===== config.mk =====
export PLATFORM = sky130hd
export DESIGN_NAME = pipe_stage_chain
export DESIGN_NICKNAME = d
export VERILOG_FILES = /design/src/rtl/pipe_stage_chain.sv
export SDC_FILE = /design/constraint.sdc
export NUM_CORES = 1
export LEC_CHECK = 0
export BUFFER_PORTS_ARGS = -buffer_cell sky130_fd_sc_hd__buf_2
export CELL_PAD_IN_SITES_DETAIL_PLACEMENT = 1
export CELL_PAD_IN_SITES_GLOBAL_PLACEMENT = 1
export CORE_MARGIN = 2
export CORE_UTILIZATION = 46
export CTS_CLUSTER_SIZE = 16
export DETAILED_ROUTE_END_ITERATION = 12
export PLACE_DENSITY_LB_ADDON = 0.3
export SYNTH_ARGS = -nofsm -noshare
export SYNTH_HDL_FRONTEND = slang
export SYNTH_SLANG_ARGS = --single-unit

===== constraint.sdc =====
create_clock -name clk -period 3.2 [get_ports clk]
set_input_delay 0.8 -clock clk [delete_from_list [all_inputs] [get_ports clk]]
set_output_delay 0.8 -clock clk [all_outputs]
set_load 0.02 [all_outputs]

===== src/rtl/pipe_stage_chain.sv =====
// Elastic chain of DEPTH valid-tagged registers; 1 cycle per stage, bubbles collapse.
// Backpressure: combinational ready ripple from out_ready; hlt/stall freeze all, flush_mask always applies.
module pipe_stage_chain #(
  parameter int DATA_W        = 32,
  parameter int DEPTH         = 2,
  parameter bit ZERO_ON_FLUSH = 1'b1,
  parameter int CNT_W         = $clog2(DEPTH + 1)
) (
  input  logic              clk,
  input  logic              rst_n,
  input  logic              hlt,
  input  logic              stall,
  input  logic [DEPTH-1:0]  flush_mask,
  input  logic              in_valid,
  input  logic [DATA_W-1:0] in_data,
  output logic              in_ready,
  output logic              out_valid,
  output logic [DATA_W-1:0] out_data,
  input  logic              out_ready,
  output logic [CNT_W-1:0]  occupancy
);

  logic [DEPTH-1:0]  v;
  logic [DATA_W-1:0] d [DEPTH];

  logic              frz;
  logic              accept;
  logic [DEPTH:0]    le;
  logic [DEPTH-1:0]  move;
  logic [DEPTH-1:0]  ld;
  logic [DEPTH-1:0]  src_flushed;
  logic [DATA_W-1:0] src_d [DEPTH];

  assign frz      = hlt | stall;
  assign in_ready = le[0] & ~frz;
  assign accept   = in_valid & in_ready;

  // A stage can load when it is empty or its content is leaving this cycle.
  always_comb begin
    le        = '0;
    move      = '0;
    le[DEPTH] = out_ready & ~frz;
    for (int i = DEPTH - 1; i >= 0; i--) begin
      le[i]   = (~v[i] | le[i+1]) & ~frz;
      move[i] = v[i] & le[i+1] & ~frz;
    end
  end

  // Per-stage load source: input port for stage 0, previous stage otherwise.
  always_comb begin
    ld             = '0;
    src_flushed    = '0;
    ld[0]          = accept;
    src_d[0]       = in_data;
    for (int i = 1; i < DEPTH; i++) begin
      ld[i]          = move[i-1];
      src_flushed[i] = flush_mask[i-1];
      src_d[i]       = d[i-1];
    end
  end

  always_ff @(posedge clk or negedge rst_n) begin
    if (!rst_n) begin
      v <= '0;
      for (int i = 0; i < DEPTH; i++) d[i] <= '0;
    end else begin
      for (int i = 0; i < DEPTH; i++) begin
        if (flush_mask[i]) begin
          v[i] <= 1'b0;
          if (ZERO_ON_FLUSH) d[i] <= '0;
        end else if (ld[i]) begin
          // A datum leaving a flushed stage dies in transit; destination keeps old data.
          if (src_flushed[i]) begin
            v[i] <= 1'b0;
          end else begin
            v[i] <= 1'b1;
            d[i] <= src_d[i];
          end
        end else if (move[i]) begin
          v[i] <= 1'b0;
        end
      end
    end
  end

  assign out_valid = v[DEPTH-1];
  assign out_data  = d[DEPTH-1];

  always_comb begin
    occupancy = '0;
    for (int i = 0; i < DEPTH; i++) occupancy = occupancy + CNT_W'(v[i]);
  end

endmodule


---- After elaboration in Yosys (flattened, before gate mapping) ----
Cells that the tools add are included.
operators by class
  $add $sub $neg .......................... 1
  multiply operators ...................... 0
  divide/modulo/power cells ............... 0
  $lt $le $gt $ge ......................... 0
  eq/ne operators ......................... 1
  shift operators ......................... 0
  multiplexer cells ....................... 12
  bitwise gates (word level) .............. 15
  reduce and logical (&&, ||, !) cells .... 5
operators by type and width
  kind                  count
  $mux W32              5
  $and A1 B1 Y1         9
  $mux W1               7
  $reduce_bool A3 Y1    2
  $reduce_bool A2 Y1    2
  $not A1 Y1            3
  $or A1 B1 Y1          3
  $add A1 B1 Y2         1
  $ne A2 B1 Y1 const B  1
  $reduce_and A2 Y1     1
word-level totals
  bits in registers ....................... 66
  bits in latches ......................... 0
  bits in writable memories ............... 0
  bits in read-only memories .............. 0
  output and inout bits ................... 36
  logic and storage cells ................. 38
  memories kept ........................... 0

---- Depth between registers and ports, before layout ----
Gate-level depths: netlist of run 1.
  depth in word-level cells ............... 11
  gate-level depth with buffers ........... 5
  depth with buffers taken out ............ 3

---- Least setup slack after synthesis of run 1 ----
No wires, ideal clock.
  path kind ............................... input port to output port
  start point ............................. input port stall
  end point ............................... output port in_ready
  arrival time ............................ 1.415 ns
  data required time ...................... 2.400 ns
  slack ................................... 0.985 ns
  stages .................................. 2
  cell sequence ........................... or2_4 > a21oi_1
between the ends
  cells in the longest elaborated chain, start to end .. 8
RTL lines
  item                line        text
  start: declaration  12          input logic stall,
  $or A1 B1 Y1 (*)    34          assign frz = hlt | stall;
  $not A1 Y1 (*)      35, 42, 44
  $and A1 B1 Y1       42          le[DEPTH] = out_ready & ~frz;
  $or A1 B1 Y1        44          le[i] = (~v[i] | le[i+1]) & ~frz;
  $and A1 B1 Y1       44
  $or A1 B1 Y1        44
  $and A1 B1 Y1       44
  $and A1 B1 Y1 (*)   35          assign in_ready = le[0] & ~frz;
  end: declaration    16          output logic in_ready,
Mark *: on every way between the ends. The rest lies on a longest branch, timed or not.

---- Final worst setup path of run 1 ----
Same ends and word-level chain as after synthesis.

==> impl_metrics.py, run 1 <==
metrics = {
    "job": {
        "cap_violations": 0,
    },
    "cts": {
        "cts.clk_slew.worst_paths_ps": 70,
        "clkLatencyLatePin_ps": 330,
        "postCtsResizedCells": 0,
        "clock_sinks": 66,
        "post_cts_buffers": 0,
        "postCtsHoldBufs": 0,
        "cts_tree": "built",
        "h-tree-depth": 3,
        "cts-buffers-inserted": 9,
        "cts_root_buffer": "clkbuf_8",
        "max-clock-path-buffers": 2,
    },
    "floorplanning": {
        "fp.dieW_um": 92.2,
        "die_h_um": 92.2,
        "floorplan.core_area_um2": 7650,
        "floorplan.initialDensity_pct": 46.8,
        "die_area_um2": 8510,
        "core.rowCount": 32,
        "pin_count": 76,
    },
    "timing": {
        "fin_tns_setup_ps": 0,
        "post-route-period-util_pct": 71.1,
        "final.setup.worst_slack_ps": 925,
        "relSlewSlack_pct": 41.2,
        "setup_violations": 0,
        "drv_slew": 0,
        "hold_viol_final": 0,
        "clock_skew_ps": 4.60,
        "max_freq_ghz": 0.440,
        "rsz0062_at_grt": "no",
        "tightest_slew_ps": 883,
        "fin_crit_ps": 2280,
    },
    "worst_hold_path": {
        "hold_path_class": "reg -> reg",
        "min_from": "d[62]$_DFFE_PN0P_",
        "whs_path_depth": 2,
        "whs_endpoint": "out_data[30]$_DFFE_PN0P_",
    },
    "setup_path": {
        "cp-end-kind": "output pin",
        "crit_type": "in -> out",
        "r2r-end": "d[54]$_DFFE_PN0P_",
        "cp_max_fo": 4,
        "worst-r2r-setup-slack_ps": 1460,
        "crit_path_start_kind": "input port",
        "cp.required_ps": 2400,
        "critPathArrivalTime_ps": 1480,
        "worstRegToRegCells": 4,
        "r2r_start": "v[1]$_DFFE_PN0P_",
    },
    "outcome": {
        "status": "complete, no violations",
    },
    "route": {
        "drc": 0,
        "drtAntennaViolNets": 0,
        "totalWireLength_um": 6810,
        "vias_per_cell": 4.79,
        "vias": 2232,
        "drt_iter0_markers": 69,
        "drtPass1Iterations": 4,
        "wl_per_cell_um": 14.6,
    },
    "pwr": {
        "power.density_nw_per_um2": 419,
        "irDropWorstVdd_v": 0.000231,
        "pwr-share-comb_pct": 8.4,
        "clkPwrFrac_pct": 39.5,
        "p_leak_nw": 1.77,
        "netSwitchingPower_w": 0.000388,
        "power_frac_seq_pct": 52.0,
        "p_sw_share_pct": 23.6,
        "p_int_w": 0.00126,
    },
    "synth": {
        "synthTopCellsByCount": "128 x nand2b_1, 66 x dfrtp_1, 64 x mux2i_1",
        "syn-num-nets": 365,
        "ys_top_cells_by_area": "dfrtp_1 46%, nand2b_1 22%, mux2i_1 18%",
        "async_flop_share_pct": 100,
        "synth_top_area_share_pct": 46.1,
        "synth_most_common_cell": "nand2b_1",
        "ys_seq_area_share_pct": 46.1,
        "synth_cell_type_count": 19,
        "synth_area_leader_cell": "dfrtp_1",
        "avgSynthCellArea_um2": 11.1,
        "syn_inst": 324,
        "synthesis.area_um2": 3580,
        "synth_warnings": 0,
        "synth_edf_count": 0,
        "synth.ff_latch_count": 66,
        "ys.flop_type": "dfrtp_1",
    },
    "placement": {
        "dp_slack_ps": 875,
        "io_buffers": 75,
        "place_hpwl_um": 4110,
        "gp_congestion": 0.671,
    },
    "grt": {
        "grt_max_degree": 67,
        "grt_pass1_vias": 2401,
        "track_usage_pct": 17.0,
        "grt_pass1_wl_um": 11400,
        "grt.overflow.total": 0,
        "antenna_found_initial": 0,
    },
    "layout": {
        "drive_above_1_share_pct": 26.4,
        "num-fill-cells": 860,
        "diodes": 0,
        "layout.nets": 400,
        "syn_to_final_growth_pct": 9.64,
    },
}
[power by group through the flow]
stage	clock (W)	combinational [W]	sequential [W]
final	0.000651	0.000139	0.000857
after global routing	0.000715	0.000155	0.000858
after CTS	0.000671	0.000144	0.000857
after detailed placement	0	0.000143	0.000873
after global placement	0	0.000139	0.000872
after floorplan	0	0.0000874	0.000871
[layout by cell type, fill, tap and decap left out]
master | Yosys | layout
a21oi_1 | 2 | 2
clkinv_2 | 0 | 2
inv_1 | 1 | 1
clkbuf_1 | 14 | 2
o21ba_2 | 1 | 1
nand2_1 | 1 | 1
mux2i_1 | 64 | 64
dfrtp_1 | 66 | 66
ha_1 | 1 | 1
o21ai_0 | 1 | 1
a21boi_0 | 1 | 1
nor2_1 | 1 | 1
clkbuf_8 | 0 | 12
nor4b_4 | 0 | 1
buf_4 | 33 | 2
or2_4 | 1 | 1
buf_2 | 0 | 74
and2b_4 | 1 | 1
a211oi_4 | 1 | 1
nand2b_1 | 128 | 128
buf_12 | 0 | 1
[metal layers]
layer	GRT usage, %	up-vias	part of all wire [%]
li1	-	1070	-
met1	22.1	1111	46
met2	28.5	46	49
met3	3.53	5	3.6
met4	5.60	0	0.76
met5	0	-	0
[state kept, by name (all words and copies together) (netlist names)]
register / flops
out_data: 32
v: 2
d: 32
[logic make-up after synthesis]
| logic type | synth area share (%) |
|---|---|
| simple gates | 23.5 |
| flops | 46.1 |
| mux | 17.9 |
| buf+inv | 10.7 |
| compound gates | 1.47 |
| fa+ha+maj | 0.349 |
[worst max-delay path by stage]
stage                        startpoint                  endpoint
after detailed placement  flush_mask[0]  out_data[17]$_DFFE_PN0P_
after global routing              stall                  in_ready
after CTS                         stall                  in_ready
after global placement            stall         d[41]$_DFFE_PN0P_
after floorplan                   stall                  in_ready
final                             stall                  in_ready
[critical path, cell delays in order]
cell,delay [ps]
buf_2,100
or2_4,280
a21oi_1,120
buf_2,180
[layout make-up]
type / count / area [um2] / share of cell area, %
sequential: 66 / 1650 / 42.1
multi-input combinational: 204 / 1560 / 39.6
clock buffer: 14 / 173 / 4.40
timing repair buffer: 77 / 405 / 10.3
clock inverter: 2 / 10.0 / 0.255
tap: 102 / 128 / 3.25
inverter: 1 / 3.75 / 0.0956
[stage by stage]
stage | area [um2] | utilization [%] | cells | hold WS [ps] | power (W)
2_1_floorplan | 3580 | - | 324 | 504 | 0.000958
3_3_place_gp | 3740 | 49.0 | 450 | 524 | 0.00101
3_5_place_dp | 3740 | 49.0 | 450 | 527 | 0.00102
4_1_cts | 3930 | 51.4 | 466 | 543 | 0.00167
5_1_grt | 3930 | 51.4 | 466 | 559 | 0.00173
6_report | 3930 | 51.4 | 466 | 537 | 0.00165
Power figures use the tool's default switching activity.
==> run 2: changes to the inputs <==
Settings changed: CORE_UTILIZATION 46 to 39.
Clock period 3.2 ns to 1.95 ns, I/O delays scaled along.
==> impl_metrics.py, run 2 (synthesis gave the netlist of run 1 again) <==
metrics = {
    "outcome": {
        "status": "complete, no violations",
    },
    "timing": {
        "relSlewSlack_pct": 66.6,
        "setup_violations": 0,
        "hold_viol_final": 0,
        "clock_skew_ps": 8.70,
        "rsz0062_at_grt": "no",
        "max_freq_ghz": 0.572,
        "final.setup.worst_slack_ps": 202,
        "fin_crit_ps": 1750,
        "fin_tns_setup_ps": 0,
        "drv_slew": 0,
        "tightest_slew_ps": 502,
        "post-route-period-util_pct": 89.7,
    },
    "pwr": {
        "pwr-share-comb_pct": 8.3,
        "power.density_nw_per_um2": 723,
        "netSwitchingPower_w": 0.000685,
        "p_leak_nw": 1.80,
        "clkPwrFrac_pct": 43.5,
        "p_int_w": 0.00223,
        "power_frac_seq_pct": 48.2,
        "p_sw_share_pct": 23.5,
        "irDropWorstVdd_v": 0.000291,
    },
    "setup_path": {
        "cp.required_ps": 1460,
        "critPathCapture": "in_ready",
        "r2r_start": "v[1]$_DFFE_PN0P_",
        "worst-r2r-setup-slack_ps": 350,
        "crit_type": "reg -> out",
        "startpoint": "v[1]$_DFFE_PN0P_",
        "cp_max_fo": 4,
        "r2r-end": "out_data[17]$_DFFE_PN0P_",
        "cp-end-kind": "output pin",
        "worstRegToRegCells": 4,
        "crit_path_start_kind": "register",
        "critPathArrivalTime_ps": 1260,
    },
    "floorplanning": {
        "fp.dieW_um": 99.8,
        "core.rowCount": 34,
        "die_area_um2": 9970,
        "die_h_um": 99.8,
        "pin_count": 76,
        "floorplan.initialDensity_pct": 40.7,
        "floorplan.core_area_um2": 8810,
    },
    "cts": {
        "max-clock-path-buffers": 2,
        "cts_root_buffer": "clkbuf_8",
        "h-tree-depth": 3,
        "cts-buffers-inserted": 9,
        "clkLatencyLatePin_ps": 340,
        "postCtsResizedCells": 0,
        "post_cts_buffers": 0,
        "cts_tree": "built",
        "cts.clk_slew.worst_paths_ps": 80,
        "postCtsHoldBufs": 0,
        "clock_sinks": 66,
    },
    "grt": {
        "grt.met2_usage_pct": 23.3,
        "grt.overflow.total": 0,
        "grt_pass1_vias": 2330,
        "grt_max_degree": 66,
        "antenna_found_initial": 0,
        "busiest_layer": "met2",
        "track_usage_pct": 15.0,
        "groute.layer.met1.usage_pct": 20.6,
        "grt_pass1_wl_um": 11700,
        "met3_usage_pct": 3.69,
    },
    "route": {
        "drtAntennaViolNets": 0,
        "vias": 2238,
        "drc": 0,
        "vias_per_cell": 4.71,
        "wl_per_cell_um": 14.9,
        "totalWireLength_um": 7090,
        "drt_iter0_markers": 59,
        "drtPass1Iterations": 4,
    },
    "layout": {
        "diodes": 0,
        "final_cell_mix": "128 x nand2b_1, 74 x buf_2, 66 x dfrtp_1, 64 x mux2i_1, 9 x clkbuf_8",
        "syn_to_final_growth_pct": 12.5,
        "instances_no_fill": 475,
        "num-fill-cells": 960,
        "layout_commonest_cell": "nand2b_1",
        "post-route-util_pct": 45.8,
        "drive_above_1_share_pct": 27.5,
        "layout.nets": 403,
    },
    "placement": {
        "gp_congestion": 0.704,
        "dp_slack_ps": 65.5,
        "place_hpwl_um": 4480,
        "io_buffers": 75,
        "dp_cells": 459,
    },
    "worst_hold_path": {
        "hold_path_class": "in -> async",
    },
    "job": {
        "cap_violations": 0,
    },
}
## run 2: cell count changes in the layout (fill, tap and decap cells not counted)
| cell | change |
|---|---|
| clkbuf_1 | -2 |
| clkinvlp_4 | +2 |
| clkbuf_8 | -3 |
| buf_12 | +3 |
| bufinv_16 | +2 |
| clkinv_4 | +1 |
## run 2: worst min-delay path by stage
stage                               endpoint  startpoint  cells after the start  slack, ps
finish              out_data[18]$_DFFE_PN0P_       rst_n                      1        100
global route        out_data[18]$_DFFE_PN0P_       rst_n                      1        100
CTS                 out_data[22]$_DFFE_PN0P_       rst_n                      1        100
detailed placement  out_data[18]$_DFFE_PN0P_       rst_n                      1        480
global placement           d[50]$_DFFE_PN0P_       rst_n                      1        470
floorplan                  d[32]$_DFFE_PN0P_       rst_n                      0        190
## run 2: per-layer routing
| metal | vias up | wire (um) |
|---|---|---|
| met1 | 1099 | 3500 |
| met2 | 47 | 3240 |
| met3 | 8 | 256 |
| met4 | 0 | 104 |
| met5 | - | 0 |
| li1 | 1084 | - |
## run 2: per-stage QoR
stage	hold slack [ps]	total power (W)	cell area [um2]
after global placement	472	0.00167	3810
after global routing	99.5	0.00305	4030
after detailed placement	475	0.00168	3810
final	101	0.00291	4030
after CTS	96.0	0.00295	4030
after floorplan	192	0.00157	3580
## run 2: power by group through the flow
stage | Sequential [W] | Clock (W) | Combinational (W)
6_report | 0.00141 | 0.00127 | 0.000242
5_1_grt | 0.00141 | 0.00137 | 0.000269
4_1_cts | 0.00141 | 0.00130 | 0.000249
3_5_place_dp | 0.00143 | 0 | 0.000248
3_3_place_gp | 0.00143 | 0 | 0.000243
2_1_floorplan | 0.00143 | 0 | 0.000143
## run 2: layout make-up
| type | count | area (um2) | area share [%] |
|---|---|---|---|
| Clock inverter | 7 | 93.8 | 2.33 |
| Tap cell | 108 | 135 | 3.35 |
| Inverter | 1 | 3.75 | 0.0931 |
| Sequential cell | 66 | 1650 | 41.0 |
| Timing Repair Buffer | 80 | 465 | 11.5 |
| Multi-Input combinational cell | 204 | 1560 | 38.6 |
| Clock buffer | 9 | 124 | 3.07 |
## run 2: critical path, cell delays in order, from the launching register on
cell and delay, ps:
dfrtp_1 410, and2b_4 200, a21oi_1 140, buf_2 170
